==> src/rtl/jtframe_cen_bank.sv <==
// Bank of fractional clock-enable generators.
// Each channel pulses at clk*N/M and emits a matching square wave.
module jtframe_cen_bank #(
  parameter int CH       = 4,
  parameter int W        = 10,
  parameter int INIT_N   = 1,
  parameter int INIT_M   = 2,
  parameter int LOCK_DLY = 32
) (
  input  logic          clk,
  input  logic          rst_n,
  input  logic          cfg_we,
  input  logic [3:0]    cfg_ch,
  input  logic [W-1:0]  cfg_n,
  input  logic [W-1:0]  cfg_m,
  input  logic          sync,
  output logic [CH-1:0] cen,
  output logic [CH-1:0] div,
  output logic          locked
);

  localparam logic [W-1:0] N0   = W'(INIT_N);
  localparam logic [W-1:0] M0   = W'(INIT_M);
  localparam logic [15:0]  LOCK = 16'(LOCK_DLY);
  localparam logic [4:0]   CH5  = 5'(CH);

  logic [W-1:0]  n_q   [CH];
  logic [W-1:0]  n_d   [CH];
  logic [W-1:0]  m_q   [CH];
  logic [W-1:0]  m_d   [CH];
  logic [W:0]    acc_q [CH];
  logic [W:0]    acc_d [CH];
  logic [W:0]    sum_w [CH];
  logic [CH-1:0] en_w;
  logic [CH-1:0] cen_q, cen_d;
  logic [CH-1:0] div_q, div_d;
  logic [15:0]   cnt_q, cnt_d;
  logic          locked_q, locked_d;
  logic          wr_ok;

  // A write to a channel beyond the bank is dropped entirely.
  always_comb begin
    wr_ok = cfg_we && ({1'b0, cfg_ch} < CH5);
  end

  // Accumulator step: N clamped to M so a pulse never gets skipped.
  always_comb begin
    for (int i = 0; i < CH; i++) begin
      en_w[i]  = (n_q[i] != '0) && (m_q[i] != '0);
      sum_w[i] = acc_q[i] +
                 ((n_q[i] > m_q[i]) ? {1'b0, m_q[i]}
                                    : {1'b0, n_q[i]});
    end
  end

  // Per-channel next state; writes and sync override the step.
  always_comb begin
    cen_d = '0;
    div_d = div_q;
    for (int i = 0; i < CH; i++) begin
      n_d[i]   = n_q[i];
      m_d[i]   = m_q[i];
      acc_d[i] = '0;
      if (en_w[i]) begin
        if (sum_w[i] >= {1'b0, m_q[i]}) begin
          acc_d[i] = sum_w[i] - {1'b0, m_q[i]};
          cen_d[i] = 1'b1;
          div_d[i] = ~div_q[i];
        end else begin
          acc_d[i] = sum_w[i];
        end
      end
      if (wr_ok && (cfg_ch == 4'(i))) begin
        n_d[i]   = cfg_n;
        m_d[i]   = cfg_m;
        acc_d[i] = '0;
        cen_d[i] = 1'b0;
        div_d[i] = 1'b0;
      end
      if (sync) begin
        acc_d[i] = '0;
        cen_d[i] = 1'b0;
        div_d[i] = 1'b0;
      end
    end
  end

  // Lock counter saturates; any clearing event drops locked at once.
  always_comb begin
    cnt_d = cnt_q;
    if (wr_ok || sync) begin
      cnt_d = '0;
    end else if (cnt_q != LOCK) begin
      cnt_d = cnt_q + 16'd1;
    end
    locked_d = (cnt_d == LOCK);
  end

  // State registers with asynchronous reset to the init ratios.
  always_ff @(posedge clk or negedge rst_n) begin
    if (!rst_n) begin
      for (int i = 0; i < CH; i++) begin
        n_q[i]   <= N0;
        m_q[i]   <= M0;
        acc_q[i] <= '0;
      end
      cen_q    <= '0;
      div_q    <= '0;
      cnt_q    <= '0;
      locked_q <= 1'b0;
    end else begin
      for (int i = 0; i < CH; i++) begin
        n_q[i]   <= n_d[i];
        m_q[i]   <= m_d[i];
        acc_q[i] <= acc_d[i];
      end
      cen_q    <= cen_d;
      div_q    <= div_d;
      cnt_q    <= cnt_d;
      locked_q <= locked_d;
    end
  end

  assign cen    = cen_q;
  assign div    = div_q;
  assign locked = locked_q;

endmodule

==> config.mk <==
export PLATFORM = sky130hd
export DESIGN_NAME = jtframe_cen_bank
export DESIGN_NICKNAME = d
export VERILOG_FILES = /design/src/rtl/jtframe_cen_bank.sv
export SDC_FILE = /design/constraint.sdc
export NUM_CORES = 1
export LEC_CHECK = 0
export BUFFER_PORTS_ARGS = -buffer_cell sky130_fd_sc_hd__buf_2
export CAP_MARGIN = 30
export CORE_MARGIN = 5
export CORE_UTILIZATION = 54
export DETAILED_ROUTE_END_ITERATION = 6
export GPL_TIMING_DRIVEN = 0
export PLACE_DENSITY = 0.71
export SYNTH_ARGS = -nofsm -noshare
export SYNTH_HDL_FRONTEND = slang
export SYNTH_SLANG_ARGS = --single-unit
export TNS_END_PERCENT = 100
==> constraint.sdc <==
create_clock -name clk -period 6.5 [get_ports clk]
set_clock_uncertainty 0.15 [all_clocks]
set_input_delay 1.3 -clock clk [delete_from_list [all_inputs] [get_ports clk]]
set_output_delay 1.3 -clock clk [all_outputs]
set_load 0.01 [all_outputs]
==> flow_summary.yaml <==
sta:
  hold_violations: 0
  setup_tns_ns: 0
  finalSetupViolCount: 0
  slew_headroom_pct: 40.67
  slew_violations: 0
  fin_crit_sh_pct: 93.98
  tightest_slew_ns: 0.8900
  period_minus_slack_ns: 6.108
  rsz0062_at_grt: "no"
  max_freq_mhz: 163.7
synth:
  synth.avg_cell_area_um2: 9.262
  synth.net_count: 1392
  synth.area.top_cells: "dfrtp_1 (31%), ha_1 (13%), mux2_2 (8.7%)"
  synthArstFlopShare_pct: 100.0
  synth_ff_type: "dfrtp_1"
  synthTopCellsByCount: "dfrtp_1 (141), ha_1 (122), nand2_1 (116), nor2_1 (108), mux2_2 (88)"
  syn_inst: 1234
  ys_types: 79
  synth_top_area_share_pct: 30.87
  synth_edf_count: 0
  syn_area_mm2: 0.01143
  yosys_register_bits: 149
  seq_area_frac_synth_pct: 32.71
  yosysMostFrequentCell: "dfrtp_1"
  yosys_warnings: 0
  yosys.area.top_type: "dfrtp_1"
global_routing:
  first_global_vias: 9203
  grt_pass1_wl_um: 47110
  antenna_found_initial: 0
  grt_usage_pct: 24.08
  overflow: 0
  grt_start_max_net_pins: 94
clock_tree:
  postCtsSetupRepairBufs: 0
  h-tree-depth: 4
  cts_tree: "built"
  clk_path_buf_depth: 2
  path_clk_slew_ns: 0.07
  cts-root-buf: "clkbuf_16"
  cts_made_buffers: 17
  clock_latency_ns: 0.43
  clock_sinks: 149
die:
  start_util_pct: 54.54
  die_area_mm2: 0.02418
  die_y_um: 155.5
  core_area_mm2: 0.02096
  io_pins: 37
  dieWidth_um: 155.5
  core.rowCount: 53
worst_setup_path:
  cp_cell_sequence: "inv_1 > ha_1 > nor2b_1 > o21a_1 > o21a_1 > o211ai_1 > a21oi_1 > o21ai_0 > buf_2 > mux2_2 > ha_1 > or4_1 > o22ai_2 > or4b_1 > o211ai_2 > ha_1 > nand3_1 > o311a_1 > and3_1 > buf_6 > or3_1 > a211oi_2"
  cp-endpoint: "div[1]"
  r2r_slack_ns: 0.39
  crit_start: "m_q[21]"
  r2r-end: "div[1]"
  cp_data_arrival_time_ns: 6.30
  crit_path_top_delay_cell: "dfstp_2"
  required_ns: 6.69
  crit_top_cell: "ha_1"
  critPathKind: "reg -> reg"
  worst-r2r-cell-count: 22
  critPathMaxFanout: 10
  cpPeakStageDelay_ns: 0.59
  worstSetupEndpointType: "flip-flop"
  r2r-start: "m_q[21]"
  cp-start-kind: "flip-flop"
layout:
  syn_to_final_growth_pct: 10.42
  nets: 1448
  layout-drive-gt1-share_pct: 15.35
  antenna_cells: 0
  finalNonFillerCells: 1578
detailed_routing:
  vias: 9355
  wirelength_um: 28180
  via_per_inst: 5.928
  avgRoutedWirePerCell_um: 17.86
  ant_nets: 0
  firstDrtPassIters: 5
  route.detailed.drc: 0
  drt_iter0_markers: 715
placement:
  dp_cells: 1546
  portBuffers: 36
  hpwl_um: 21520
  gp_congestion: 0.8654
hold_path:
  worstHoldStart: "n_q[30]"
  min_path_type: "reg -> reg"
flow_run:
  drv_cap: 0
status:
  status: "complete, no violations"
## critical path: cells and delay by family (launching register included)
family | cells | cell delay [ns]
muxes | 1 | 0.37
adders and majority gates | 3 | 0.76
buffers and inverters | 3 | 0.57
AOI/OAI and AO/OA | 9 | 1.80
and+or+nand+nor | 6 | 1.79
DFF | 1 | 0.59
## timing repair
item | 4_1_cts | 5_1_grt
setup endpoints to repair | 0 | 25
hold buffers | 0 | 0
resized for setup | 0 | 12
## kinds of logic (layout without fill, tap and decap cells)
kind of cell / after synthesis / after routing / share of synthesized area, %
xor gates and xnor gates: 63 / 63 / 4.828
DFF: 149 / 149 / 32.71
buffers and inverters: 104 / 173 / 3.667
muxes: 119 / 119 / 11.38
adders and majority gates: 130 / 130 / 14.76
AOI/OAI and AO/OA: 259 / 259 / 14.82
and+or+nand+nor: 410 / 410 / 17.83
## worst min-delay path by stage
stage | to | slack [ns] | cells past startpoint
after floorplan | n_q[7] | 0.33 | 2
after global placement | n_q[20] | 0.36 | 2
after detailed placement | n_q[30] | 0.38 | 2
after CTS | n_q[30] | 0.38 | 2
after global routing | n_q[30] | 0.42 | 2
final | n_q[30] | 0.38 | 2
## layout by cell type (no fill, tap or decap), drive strengths merged, types with 4 or more instances in the layout
cell type	count
nor2b	32
ha	122
o21a	29
a21o	16
o22ai	5
mux2	88
nor3	26
nand3b	5
nand2b	9
clkbuf	40
a211oi	13
or4	13
xor2	16
and3	13
o211ai	8
inv	75
nor3b	5
mux2i	31
a31oi	10
fa	8
o41ai	5
nand4	18
o311ai	4
buf	50
nand3	23
or3	12
nor4b	4
a2111oi	5
nor4	14
xnor2	47
nor2	109
a21oi	57
o21ai	77
clkinvlp	4
dfstp	8
dfrtp	141
nand2	116
o31a	5
## cell type report
type,instances,area (µm²)
flip-flops and latches,149,3739
multi-input cells,981,7288
clock buffers,20,466.7
inverters,71,266.5
fillers,1812,8334
repair buffers,37,214.0
plain buffers,33,158.9
clock inverters,12,143.9
well taps,275,344.1
## through the flow
stage | hold slack (ns) | util, % | setup slack (ns) | cell area (µm²)
2_1_floorplan | 0.3321 | - | 0.9949 | 11430
3_3_place_gp | 0.3607 | 57.05 | 0.2582 | 11950
3_5_place_dp | 0.3774 | 57.21 | 0.1795 | 11990
4_1_cts | 0.3781 | 60.12 | 0.1457 | 12600
5_1_grt | 0.4158 | 60.23 | 0.01572 | 12620
6_report | 0.3826 | 60.23 | 0.3916 | 12620
## registers in the layout (all words and copies together) (netlist names)
| register | flops |
|---|---|
| m_q | 40 |
| cnt_q | 16 |
| locked | 1 |
| div | 4 |
| n_q | 40 |
| acc_q | 44 |
| cen | 4 |
## per-layer routing
layer  global-route usage (%)  wire, µm  vias to the layer above  part of all wire [%]
li1                         -         -                     4584                     -
met1                    32.15     12750                     4527                    45
met2                    39.98     13580                      196                    48
met3                    4.451      1190                       48                   4.2
met5                        0         0                        -                     0
met4                    7.211       658                        0                   2.3
Power is not shown: default switching activity piles up to over one toggle a cycle in this logic, so the estimate is an artifact.
